==> src/rtl/mic_trigger_capture_if.sv <==
// Sample-buffer write port of the trigger/capture stage.
// The master drives write strobes, the display buffer is the slave.
interface mic_trigger_capture_if #(
    parameter int w_y    = 9,
    parameter int w_addr = 9
);
    logic                     wr_en;
    logic [w_addr-1:0]        wr_addr;
    logic signed [w_y-1:0]    wr_data;
    logic                     frame_done;

    modport master (output wr_en, wr_addr, wr_data, frame_done);
    modport slave  (input  wr_en, wr_addr, wr_data, frame_done);
endinterface

==> src/rtl/mic_trigger_capture.sv <==
// Schmitt-triggered frame capture of the microphone stream, with period measurement.
// Define MIC_TRIGGER_CAPTURE_AUTO_EN to auto-trigger after timeout_cycles idle clocks in ARM.
module mic_trigger_capture #(
    parameter int                   w_y            = 9,
    parameter int                   n_samples      = 320,
    parameter int                   w_addr         = $clog2(n_samples),
    parameter int                   mic_shift      = 9,
    parameter logic signed [23:0]   hyst           = 24'sd4096,
    parameter int                   holdoff_cycles = 1024,
    parameter int                   timeout_cycles = 2**20
) (
    input  logic                    clk,
    input  logic                    rst,
    input  logic signed [23:0]      mic,
    input  logic [3:0]              decim_log2,
    input  logic                    freeze,
    mic_trigger_capture_if.master   wr,
    output logic [19:0]             period,
    output logic                    period_valid,
    output logic                    auto_trig
);

    localparam logic signed [23:0] hyst_neg  = -hyst;
    localparam logic signed [23:0] y_max     = (24'sd1 <<< (w_y - 1)) - 24'sd1;
    localparam logic signed [23:0] y_min     = -(24'sd1 <<< (w_y - 1));
    localparam logic [w_addr-1:0]  idx_last  = w_addr'(n_samples - 1);
    localparam int                 w_hold    = $clog2(holdoff_cycles + 1);
    localparam logic [w_hold-1:0]  hold_last = w_hold'(holdoff_cycles - 1);

    typedef enum logic [1:0] {
        ARM,
        CAPTURE,
        HOLDOFF
    } state_t;

    state_t                state;
    logic                  level;
    logic                  rise;
    logic                  seen_rise;
    logic [19:0]           cnt;
    logic [3:0]            d_lat;
    logic [14:0]           div;
    logic [14:0]           div_mask;
    logic [w_addr-1:0]     idx;
    logic [w_hold-1:0]     hold;
    logic signed [23:0]    shifted;
    logic signed [w_y-1:0] scaled;
    logic                  trig_rise;
    logic                  trig_auto;

    // Schmitt detector: rise is a registered single-cycle pulse
    always_ff @(posedge clk or posedge rst) begin
        if (rst) begin
            level <= 1'b0;
            rise  <= 1'b0;
        end else begin
            rise <= !level && (mic > hyst);
            if (!level && (mic > hyst))
                level <= 1'b1;
            else if (level && (mic < hyst_neg))
                level <= 1'b0;
        end
    end

    // The first rise after reset only restarts the counter
    always_ff @(posedge clk or posedge rst) begin
        if (rst) begin
            cnt          <= '0;
            period       <= '0;
            period_valid <= 1'b0;
            seen_rise    <= 1'b0;
        end else begin
            period_valid <= rise && seen_rise;
            if (rise) begin
                if (seen_rise)
                    period <= cnt;
                cnt       <= 20'd1;
                seen_rise <= 1'b1;
            end else if (cnt != '1) begin
                cnt <= cnt + 20'd1;
            end
        end
    end

    always_comb begin
        shifted = mic >>> mic_shift;
        if (shifted > y_max)
            scaled = y_max[w_y-1:0];
        else if (shifted < y_min)
            scaled = y_min[w_y-1:0];
        else
            scaled = shifted[w_y-1:0];
    end

    assign div_mask  = 15'((16'd1 << d_lat) - 16'd1);
    assign trig_rise = rise && !freeze;

`ifdef MIC_TRIGGER_CAPTURE_AUTO_EN
    localparam int                w_idle    = $clog2(timeout_cycles + 1);
    localparam logic [w_idle-1:0] idle_last = w_idle'(timeout_cycles - 1);

    logic [w_idle-1:0] idle;
    logic              auto_r;

    assign trig_auto = !freeze && !rise && (idle == idle_last);
    assign auto_trig = auto_r;
`else
    // Timeout only matters for the auto-trigger build
    localparam int unused_timeout = timeout_cycles;

    assign trig_auto = 1'b0;
    assign auto_trig = 1'b0;
`endif

    always_ff @(posedge clk or posedge rst) begin
        if (rst) begin
            state         <= ARM;
            d_lat         <= '0;
            div           <= '0;
            idx           <= '0;
            hold          <= '0;
            wr.wr_en      <= 1'b0;
            wr.wr_addr    <= '0;
            wr.wr_data    <= '0;
            wr.frame_done <= 1'b0;
`ifdef MIC_TRIGGER_CAPTURE_AUTO_EN
            idle          <= '0;
            auto_r        <= 1'b0;
`endif
        end else begin
            wr.wr_en      <= 1'b0;
            wr.frame_done <= 1'b0;
`ifdef MIC_TRIGGER_CAPTURE_AUTO_EN
            if ((state != ARM) || rise)
                idle <= '0;
            else if (!freeze)
                idle <= idle + 1'b1;
`endif
            case (state)
                ARM: begin
                    if (trig_rise || trig_auto) begin
                        state <= CAPTURE;
                        d_lat <= decim_log2;
                        div   <= '0;
                        idx   <= '0;
`ifdef MIC_TRIGGER_CAPTURE_AUTO_EN
                        auto_r <= trig_auto;
`endif
                    end
                end
                CAPTURE: begin
                    div <= (div == div_mask) ? '0 : div + 15'd1;
                    if (div == '0) begin
                        wr.wr_en   <= 1'b1;
                        wr.wr_addr <= idx;
                        wr.wr_data <= scaled;
                        if (idx == idx_last) begin
                            wr.frame_done <= 1'b1;
                            state         <= HOLDOFF;
                            hold          <= '0;
                        end else begin
                            idx <= idx + 1'b1;
                        end
                    end
                end
                HOLDOFF: begin
                    // A rise landing on the expiry cycle is dropped, not deferred
                    if (hold == hold_last)
                        state <= ARM;
                    else
                        hold <= hold + 1'b1;
                end
                default: state <= ARM;
            endcase
        end
    end

endmodule

==> src/flat_wrapper.sv <==
// flat-port wrapper written by rule: the top's interface ports become plain ports
module mic_trigger_capture_flat 
#(
    parameter int                   w_y            = 9,
    parameter int                   n_samples      = 320,
    parameter int                   w_addr         = $clog2(n_samples),
    parameter int                   mic_shift      = 9,
    parameter logic signed [23:0]   hyst           = 24'sd4096,
    parameter int                   holdoff_cycles = 1024,
    parameter int                   timeout_cycles = 2**20
)
  (clk, rst, mic, decim_log2, freeze, period, period_valid, auto_trig, wr_wr_en, wr_wr_addr, wr_wr_data, wr_frame_done);
  mic_trigger_capture_if #(.w_y(w_y), .w_addr(w_addr)) wr_i ();
  input  logic clk;
  input  logic rst;
  input  logic signed [23:0] mic;
  input  logic [3:0] decim_log2;
  input  logic freeze;
  output logic [19:0] period;
  output logic period_valid;
  output logic auto_trig;
  output wire logic [$bits(wr_i.wr_en)-1:0] wr_wr_en;
  output wire logic [$bits(wr_i.wr_addr)-1:0] wr_wr_addr;
  output wire logic [$bits(wr_i.wr_data)-1:0] wr_wr_data;
  output wire logic [$bits(wr_i.frame_done)-1:0] wr_frame_done;
  assign wr_wr_en = wr_i.wr_en;
  assign wr_wr_addr = wr_i.wr_addr;
  assign wr_wr_data = wr_i.wr_data;
  assign wr_frame_done = wr_i.frame_done;
  mic_trigger_capture #(.w_y(w_y), .n_samples(n_samples), .w_addr(w_addr), .mic_shift(mic_shift), .hyst(hyst), .holdoff_cycles(holdoff_cycles), .timeout_cycles(timeout_cycles)) u_core (.clk(clk), .rst(rst), .mic(mic), .decim_log2(decim_log2), .freeze(freeze), .wr(wr_i), .period(period), .period_valid(period_valid), .auto_trig(auto_trig));
endmodule
==> config.mk <==
export PLATFORM = sky130hd
export DESIGN_NAME = mic_trigger_capture_flat
export DESIGN_NICKNAME = d
export VERILOG_FILES = /design/src/rtl/mic_trigger_capture_if.sv /design/src/rtl/mic_trigger_capture.sv /design/src/flat_wrapper.sv
export SDC_FILE = /design/constraint.sdc
export NUM_CORES = 1
export LEC_CHECK = 0
export BUFFER_PORTS_ARGS = -buffer_cell sky130_fd_sc_hd__buf_2
export CORE_MARGIN = 5
export CORE_UTILIZATION = 55
export CTS_CLUSTER_SIZE = 10
export DETAILED_ROUTE_END_ITERATION = 8
export PLACE_DENSITY = 0.74
export SYNTH_ARGS = -nofsm -noshare
export SYNTH_HDL_FRONTEND = slang
export SYNTH_SLANG_ARGS = --single-unit
==> constraint.sdc <==
create_clock -name clk -period 4.3 [get_ports clk]
set_input_delay 0.86 -clock clk [delete_from_list [all_inputs] [get_ports clk]]
set_output_delay 0.86 -clock clk [all_outputs]
set_load 0.005 [all_outputs]
## Yosys cells after proc, flatten, opt, wreduce, memory -nomap -nowiden

Cells that the tools add are included.

- Register bits after elaboration: 105
- Bits in latches: 0
- RAM bits: 0
- ROM bits: 0
- Bits of input ports: 31
- Output and inout bits: 42
- Logic and storage cells: 83
- Memories kept: 0

- $add $sub $neg: 5
- $mul: 0
- Div/mod/pow operators: 0
- Order comparisons: 4
- Eq/ne operators: 12
- Shifts and indexed selects: 1
- Mux-type cells: 27
- Bitwise operators: 0
- Reduce and logical (&&, ||, !) cells: 19

Operators by type and width:

| cell | number |
|---|---|
| 9-bit 2-to-1 mux | 5 |
| 20-bit 2-to-1 mux | 2 |
| 11-bit 2-to-1 mux | 3 |
| 15-bit 2-to-1 mux | 2 |
| 15-bit case mux with 2 select lines | 1 |
| 24-bit by 14-bit greater-than comparator with 1-bit output, second input constant | 1 |
| 24-bit by 13-bit less-than comparator with 1-bit output, second input constant | 1 |
| 11-bit case mux with 2 select lines | 1 |
| 20-bit by 1-bit adder with 20-bit output, second input constant | 1 |
| 20-bit inequality test, second input constant | 1 |
| 9-bit case mux with 2 select lines | 1 |
| 15-bit by 1-bit adder with 15-bit output, second input constant | 1 |
| 15-bit == test | 1 |
| 15-bit by 9-bit greater-than comparator with 1-bit output, second input constant | 1 |
| 15-bit zero test | 1 |
| 15-bit by 9-bit less-than comparator with 1-bit output, second input constant | 1 |
| 1-bit by 4-bit left shift with 15-bit output, first input constant | 1 |
| 15-bit by 1-bit subtractor with 15-bit output, second input constant | 1 |
| 4-bit AND reduction | 3 |
| 11-bit by 1-bit adder with 11-bit output, second input constant | 1 |
| 11-bit by 10-bit == test with 1-bit output, second input constant | 1 |
| 9-bit by 1-bit adder with 9-bit output, second input constant | 1 |
| 9-bit == test, second input constant | 1 |
| 2-bit 2-to-1 mux | 4 |
| other kinds (11) | 31 |

## Logic depth before layout (Yosys ltp)

Gate-level depths: netlist of run 1.

- Word-level depth: 5
- Mapped depth: 13
- Gate-level depth less buffers: 10

## Least setup slack after synthesis of run 1

Ideal clock, no wire load.

- Path type: reg-to-reg
- Start: register u_core.d_lat[2]
- End: register u_core.div[12]
- Setup time: 0.121 ns
- Arrival time: 2.583 ns
- Required time: 4.179 ns
- Setup slack: 1.596 ns
- Stages on the path, launching flop included: 14
- Path buffers: 3
- Period minus slack after synthesis: 2.704 ns
- Cells stage by stage: dfrtp_1 buf_6 nor2_2 nand3_1 ha_1 buf_6 xnor2_1 a31oi_1 nor4b_2 nand4_1 nor4_4 buf_6 nor3_1 o22a_1

- Longest elaborated chain between the ends: 5

RTL lines:

| what | RTL line | RTL |
|---|---|---|
| start: declaration | mic_trigger_capture.sv:41 | `logic [3:0] d_lat;` |
| start signal: assignment | mic_trigger_capture.sv:143 | `d_lat <= decim_log2;` |
| 1-bit by 4-bit left shift with 15-bit output | mic_trigger_capture.sv:95 | `assign div_mask = 15'((16'd1 << d_lat) - 16'd1);` |
| 15-bit by 1-bit subtractor with 15-bit output | mic_trigger_capture.sv:95 |  |
| 15-bit == test | mic_trigger_capture.sv:152 | `div <= (div == div_mask) ? '0 : div + 15'd1;` |
| 15-bit 2-to-1 mux | mic_trigger_capture.sv:152 |  |
| 15-bit case mux with 2 select lines | mic_trigger_capture.sv:139 | `case (state)` |
| end signal: assignment | mic_trigger_capture.sv:152 |  |
| end: declaration | mic_trigger_capture.sv:42 | `logic [14:0] div;` |

No other way between the ends.
A chain may end at the register's enable or synchronous reset.

## Final worst setup path of run 1

- Start: register u_core.d_lat[1]
- End: register u_core.div[2]

Same word-level chain as after synthesis.

==> key figures, run 1 <==
Power and ir drop
  • P per Cell Area: 304 mW/mm^2
  • Leak: 2.79 nW
  • Total power: 0.00183 W
  • VDD IR max: 153 uV

Routing
  • Vias per cell: 5.81
  • Initial DRC Count: 276
  • Via count: 4,493
  • Wire per inst: 14.9 um
  • Residual DRC count: 0
  • TritonRoute pass-1 iters: 5
  • Post-route ant nets: 0
  • Routed Wire Length: 11,500 um

Hold path
  • Worst Hold Path Cells: 1
  • Hold Crit Start: u_core.level$_DFFE_PP0P_
  • Worst Hold End: u_core.rise$_DFF_PP0_
  • Min-Delay Path Class: register to register

Worst setup path
  • Reg2reg end: u_core.div[2]$_DFFE_PP0P_
  • FF-to-FF setup slack: 1.10 ns
  • RR Startpoint: u_core.d_lat[1]$_DFFE_PP0P_
  • CP Capture Type: register
  • Worst Path Required: 4.56 ns
  • R2R cell count: 11
  • Data arrival, critical path: 3.46 ns
  • Critical Path Fanout Max: 25
  • Setup crit start kind: register
  • Type of the worst setup path: register to register

Synth
  • FF+latch count, synth: 105
  • Post-Synthesis Cells: 586
  • Post-synth top cells: dfrtp_1 (105), nand2_1 (85), o21ai_0 (45)
  • Post-synthesis async set-or-reset flop share: 100%
  • Top-count cell post-synth: dfrtp_1
  • Ys flop type: dfrtp_1
  • Post-synth top area cell: dfrtp_1
  • Syn avg cell area: 9.30 um^2
  • Distinct cells, synth: 57
  • Sequential share of the synthesized area: 48.2%
  • Cell area after synthesis: 0.00545 mm^2
  • Top post-synthesis cells by area: dfrtp_1 (48%), nand2_1 (5.9%), o21ai_0 (4.1%)
  • Share of the synthesized area in the top cell type: 48.2%
  • Synth Net Count: 623
  • Post-synth EDFFs: 0
  • Ys Warns: 0

Die
  • Area of the core: 0.00973 mm^2
  • Rows: 36
  • Io pins: 73
  • Die Y: 110 um
  • Die ar.: 0.0120 mm^2
  • Die Wd: 110 um
  • Initial Util: 56.0%

Timing
  • Setup Skew: 0.0101 ns
  • Tmin final: 3.20 ns
  • Worst Max-Slew Pin Slew: 1.16 ns
  • Final Setup Violations: 0
  • Fin crit share: 74.5%
  • Fin. max-slew vios: 0
  • Hold Fails Final Rpt: 0
  • Setup_tns: 0 ns
  • Unrepaired setup endpoints after global routing: false
  • Worst slew margin: 21.9%
  • FMAX: 312 MHz

Global route
  • Pin count of the biggest net entering global routing: 84
  • Global-route wire length before repair: 19,300 um
  • Vias in the first global route: 4,177
  • Grt ovf: 0
  • All-Layer GR Usage: 19.8%
  • Initial antenna violation count: 0

Placement
  • Port buffer count: 71
  • HPWL after DPL: 8140 um
  • Final GP Congestion: 0.966

Flow run
  • Max-cap check violation count: 0

Clocking
  • Count of hold-fix buffers inserted at cts: 0
  • CTS clock-pin slew for the worst setup and hold paths: 0.10 ns
  • Sink Count: 105
  • Root buf cell: clkbuf_8
  • CTS tree: yes
  • CTS H-Tree Depth: 3
  • Post_cts resized: 0
  • Clock Path Buffers: 2
  • Worst-Skew Late Latency: 0.37 ns
  • Setup bufs post-CTS: 0
  • CTS Buf Count: 9

Final layout
  • Area delta synth->final: 10.3%
  • Multi-input gate area: 0.00257 mm^2
  • Register area: 0.00263 mm^2
  • Nets: 673
  • Fraction of layout instances using a drive strength above 1: 18.3%
  • Filler instances: 853
  • Antenna cells: 0

Status
  • Status: complete, no violations
[state kept, by name, indices dropped and copies added (netlist names), 2 cells and up]
name and flops:
u_core.cnt 20, u_core.d_lat 4, u_core.wr.wr_addr 9, u_core.period 20, u_core.state 2, u_core.hold 11
u_core.idx 9, u_core.wr.wr_data 9, u_core.div 15
[critical path: stages, from the launching register on]
cell and delay, ns:
dfrtp_1 0.75, nor2_2 0.14, nand3_1 0.12, ha_1 0.47
inv_1 0.13, o31a_1 0.27, o22ai_1 0.14, o211ai_1 0.18
nor4_4 0.27, buf_4 0.29, o31ai_1 0.11, a21o_1 0.21
[per-stage QoR]
stage	util, %	instances	setup WS (ns)	hold WS [ns]	cell area [um^2]
final	61.7	773	1.10	0.435	6010
after global routing	61.7	773	0.823	0.468	6010
after global placement	59.8	758	1.35	0.410	5810
after floorplan	-	586	0.679	0.400	5450
after detailed placement	59.8	758	1.15	0.424	5810
after CTS	61.7	773	1.15	0.438	6010
[where the power goes]
part           leakage [nW]  switching, W  internal (W)
logic                  1.38     0.0000809     0.0000689
registers              1.32     0.0000357       0.00103
clock network        0.0909      0.000341      0.000273
[metal layers]
metal | GRT usage, % | up-vias | wire [um]
met3 | 3.05 | 23 | 515
met4 | 7.48 | 0 | 245
met1 | 27.2 | 2188 | 5090
li1 | - | 2163 | -
met5 | 0 | - | 0
met2 | 31.9 | 119 | 5650
[area by class of cell]
class | instances | share of cell area [%]
clock inverter | 5 | 1.08
inverter | 14 | 0.916
tap | 133 | 2.77
timing repair buffer | 76 | 6.54
clock buffer | 10 | 2.12
sequential | 105 | 43.7
multi-input combinational | 430 | 42.8
[kinds of logic after synthesis]
family,Yosys count,synth area share (%)
xor gates and xnor gates,28,4.50
DFF,105,48.2
muxes,21,4.25
other,1,0.0688
and+or+nand+nor,265,24.7
AOI/OAI and AO/OA,109,12.2
buffers and inverters,51,4.66
adders and majority gates,6,1.38
[cell usage in the layout, fill, tap and decap left out, drive strengths merged, types with 3 or more instances in the layout]
cell type	synthesis	layout
a211o	3	3
a21o	6	6
a21oi	18	18
a31oi	3	3
and2	3	3
and3	10	10
and4	3	3
buf	17	76
clkbuf	20	10
dfrtp	105	105
ha	6	6
inv	14	16
mux2	17	17
mux2i	4	4
nand2	85	85
nand2b	5	5
nand3	31	31
nand4	19	19
nor2	44	44
nor2b	6	6
nor3	17	17
nor3b	4	4
nor4	12	12
nor4b	7	7
o211ai	4	4
o21a	6	6
o21ai	49	49
o22ai	5	5
o311ai	3	3
o31ai	3	3
or3	10	10
xnor2	12	12
xor2	16	16
[worst max-delay path by stage]
stage	start	endpoint	slack, ns
after floorplan	rst	u_core.cnt[0]$_DFFE_PP0P_	0.68
after global placement	u_core.d_lat[1]$_DFFE_PP0P_	u_core.div[7]$_DFFE_PP0P_	1.35
after detailed placement	u_core.d_lat[1]$_DFFE_PP0P_	u_core.div[7]$_DFFE_PP0P_	1.15
after CTS	u_core.d_lat[2]$_DFFE_PP0P_	u_core.div[7]$_DFFE_PP0P_	1.15
after global routing	u_core.d_lat[2]$_DFFE_PP0P_	u_core.div[7]$_DFFE_PP0P_	0.82
final	u_core.d_lat[1]$_DFFE_PP0P_	u_core.div[2]$_DFFE_PP0P_	1.10
Power figures use the tool's default switching activity.
==> run 2, diff against run 1 <==
Settings changed: CORE_UTILIZATION 55 to 52, PLACE_DENSITY 0.74 to 0.73.
Clock period 4.3 ns to 2.6 ns, I/O delays scaled along.
==> key figures, run 2 (synthesis gave the netlist of run 1 again) <==
Status
  • Status: complete, but fails checks (was complete, no violations)
  • Failing checks: negative setup slack

Global route
  • Initial antenna violation count: 0 (unchanged)
  • All-Layer GR Usage: 19.4% (was 19.8%)
  • Pin count of the biggest net entering global routing: 62 (was 84)
  • Vias in the first global route: 4,427 (was 4,177)
  • Grt ovf: 0 (unchanged)
  • Global-route wire length before repair: 20,600 um (was 19,300 um)

Routing
  • Residual DRC count: 0 (unchanged)
  • Vias per cell: 5.69 (was 5.81)
  • Post-route ant nets: 0 (unchanged)
  • Initial DRC Count: 211 (was 276)
  • TritonRoute pass-1 iters: 5 (unchanged)
  • Routed Wire Length: 12,200 um (was 11,500 um)
  • Via count: 4,550 (was 4,493)
  • Wire per inst: 15.2 um (was 14.9 um)

Placement
  • Placed Area: 0.00596 mm^2 (was 0.00581 mm^2)
  • Final GP Congestion: 0.906 (was 0.966)
  • HPWL after DPL: 8470 um (was 8140 um)
  • Dpl cells: 776 (was 758)
  • Port buffer count: 71 (unchanged)

Worst setup path
  • CP Cell Sequence: nor2_4, nand3_2, ha_4, buf_6, or2b_1, nand3b_1, a22o_1, o211ai_1, nor4_4, buf_4, clkbuf_16, a211o_1, a31oi_1 (was nor2_2, nand3_1, ha_1, inv_1, o31a_1, o22ai_1, o211ai_1, nor4_4, buf_4, o31ai_1, a21o_1)
  • RR Startpoint: u_core.d_lat[1]$_DFFE_PP0P_ (unchanged)
  • CP Capture Type: register (unchanged)
  • Data arrival, critical path: 3.00 ns (was 3.46 ns)
  • Critical Path Fanout Max: 6 (was 25)
  • Type of the worst setup path: register to register (unchanged)
  • Worst Path Required: 2.88 ns (was 4.56 ns)
  • FF-to-FF setup slack: -0.13 ns (was 1.10 ns)
  • Worst Path Buf+Inv: 3 (was 2)
  • R2R cell count: 13 (was 11)
  • Setup crit start kind: register (unchanged)
  • Critical path's top delay family: compound AO/OA/AOI/OAI gates (unchanged)
  • CP max stage cell: dfrtp_1 (unchanged)
  • Worst path max stage delay: 0.43 ns (was 0.75 ns)
  • Reg2reg end: u_core.div[11]$_DFFE_PP0P_ (was u_core.div[2]$_DFFE_PP0P_)

Clocking
  • CTS tree: yes (unchanged)
  • CTS Buf Count: 9 (unchanged)
  • CTS clock-pin slew for the worst setup and hold paths: 0.11 ns (was 0.10 ns)
  • Sink Count: 105 (unchanged)
  • Clock Path Buffers: 2 (unchanged)
  • CTS H-Tree Depth: 3 (unchanged)
  • Root buf cell: clkbuf_8 (unchanged)
  • Worst-Skew Late Latency: 0.38 ns (was 0.37 ns)

Power and ir drop
  • P per Cell Area: 471 mW/mm^2 (was 304 mW/mm^2)
  • Leak: 2.95 nW (was 2.79 nW)
  • VDD IR max: 312 uV (was 153 uV)

Die
  • Io pins: 73 (unchanged)
  • Initial Util: 53.0% (was 56.0%)
  • Die ar.: 0.0126 mm^2 (was 0.0120 mm^2)
  • Die Y: 112 um (was 110 um)
  • Rows: 37 (was 36)
  • Die Wd: 112 um (was 110 um)
  • Area of the core: 0.0103 mm^2 (was 0.00973 mm^2)

Timing
  • FMAX: 367 MHz (was 312 MHz)
  • Hold Fails Final Rpt: 0 (unchanged)
  • Fin. max-slew vios: 0 (unchanged)
  • Worst Max-Slew Pin Slew: 0.815 ns (was 1.16 ns)
  • Tmin final: 2.73 ns (was 3.20 ns)
  • Worst slew margin: 45.5% (was 21.9%)
  • Final Setup Violations: 10 (was 0)
  • Setup_tns: -0.548 ns (was 0 ns)
  • Unrepaired setup endpoints after global routing: true (was false)
  • Setup Skew: 0.0205 ns (was 0.0101 ns)
  • Fin worst setup slack: -0.126 ns (was 1.10 ns)
  • Fin crit share: 105% (was 74.5%)

Final layout
  • Fraction of layout instances using a drive strength above 1: 23.6% (was 18.3%)
  • Most frequent cells in the layout: dfrtp_1 (105), nand2_1 (85), buf_2 (71) (unchanged)
  • Finished Core Util: 61.9% (was 61.7%)
  • Final instance area: 0.00637 mm^2 (was 0.00601 mm^2)
  • Area delta synth->final: 16.9% (was 10.3%)
  • Nets: 696 (was 673)
  • Finished Layout Cells: 800 (was 773)
  • Antenna cells: 0 (unchanged)
  • Regs by FF count: u_core.cnt: 20 flops, u_core.period: 20 flops, u_core.div: 15 flops (unchanged)
  • Most common cell after layout, fill and taps aside: dfrtp_1 (unchanged)

Flow run
  • Max-cap check violation count: 0 (unchanged)

Hold path
  • Min-Delay Path Class: input port to asynchronous set/reset pin (was register to register)
[run 2: worst max path at each step]
| stage | startpoint | to | cells past startpoint |
|---|---|---|---|
| CTS | u_core.d_lat[2]$_DFFE_PP0P_ | u_core.div[13]$_DFFE_PP0P_ | 12 |
| finish | u_core.d_lat[1]$_DFFE_PP0P_ | u_core.div[11]$_DFFE_PP0P_ | 13 |
| global route | u_core.d_lat[1]$_DFFE_PP0P_ | u_core.div[13]$_DFFE_PP0P_ | 13 |
| global placement | u_core.d_lat[1]$_DFFE_PP0P_ | u_core.div[12]$_DFFE_PP0P_ | 11 |
| detailed placement | u_core.d_lat[1]$_DFFE_PP0P_ | u_core.div[6]$_DFFE_PP0P_ | 11 |
| floorplan | u_core.d_lat[2]$_DFFE_PP0P_ | u_core.div[12]$_DFFE_PP0P_ | 13 |
[run 2: layer usage]
| layer | global-route usage, % | up-vias | wire (um) |
|---|---|---|---|
| met2 | 31.6 | 141 | 5870 |
| met5 | 0 | - | 0 |
| met1 | 26.2 | 2175 | 5420 |
| li1 | - | 2211 | - |
| met3 | 3.07 | 23 | 680 |
| met4 | 7.05 | 0 | 211 |
[run 2: repair_timing]
| item | in CTS | in global routing |
|---|---|---|
| hold buffers | 0 | 0 |
| gates cloned | 1 | 2 |
| resized for setup | 4 | 20 |
| pin swaps | 8 | 17 |
| hold endpoints to repair | 0 | 0 |
| endpoints found under the setup margin | 9 | 15 |
| buffers inserted | 2 | 3 |
[run 2: area by class of cell]
type                       count  area, um^2
inverter                      14        56.3
multi-input combinational    430        2690
sequential                   105        2630
tap                          136         170
clock buffer                   9         124
timing repair buffer          99         633
fill                         911        3910
clock inverter                 7        70.1
[run 2: power breakdown]
part / internal [W] / switching [W]
registers: 0.00170 / 0.0000554
clock network: 0.000377 / 0.000611
logic: 0.000118 / 0.000137
[run 2: metrics by stage]
stage	worst slack, ns	hold slack (ns)	power (W)
3_3_place_gp	0.0737	0.412	0.00204
3_5_place_dp	-0.0140	0.411	0.00205
4_1_cts	0.00227	0.176	0.00304
6_report	-0.126	0.174	0.00300
5_1_grt	-0.234	0.207	0.00315
2_1_floorplan	0.00469	0.400	0.00193
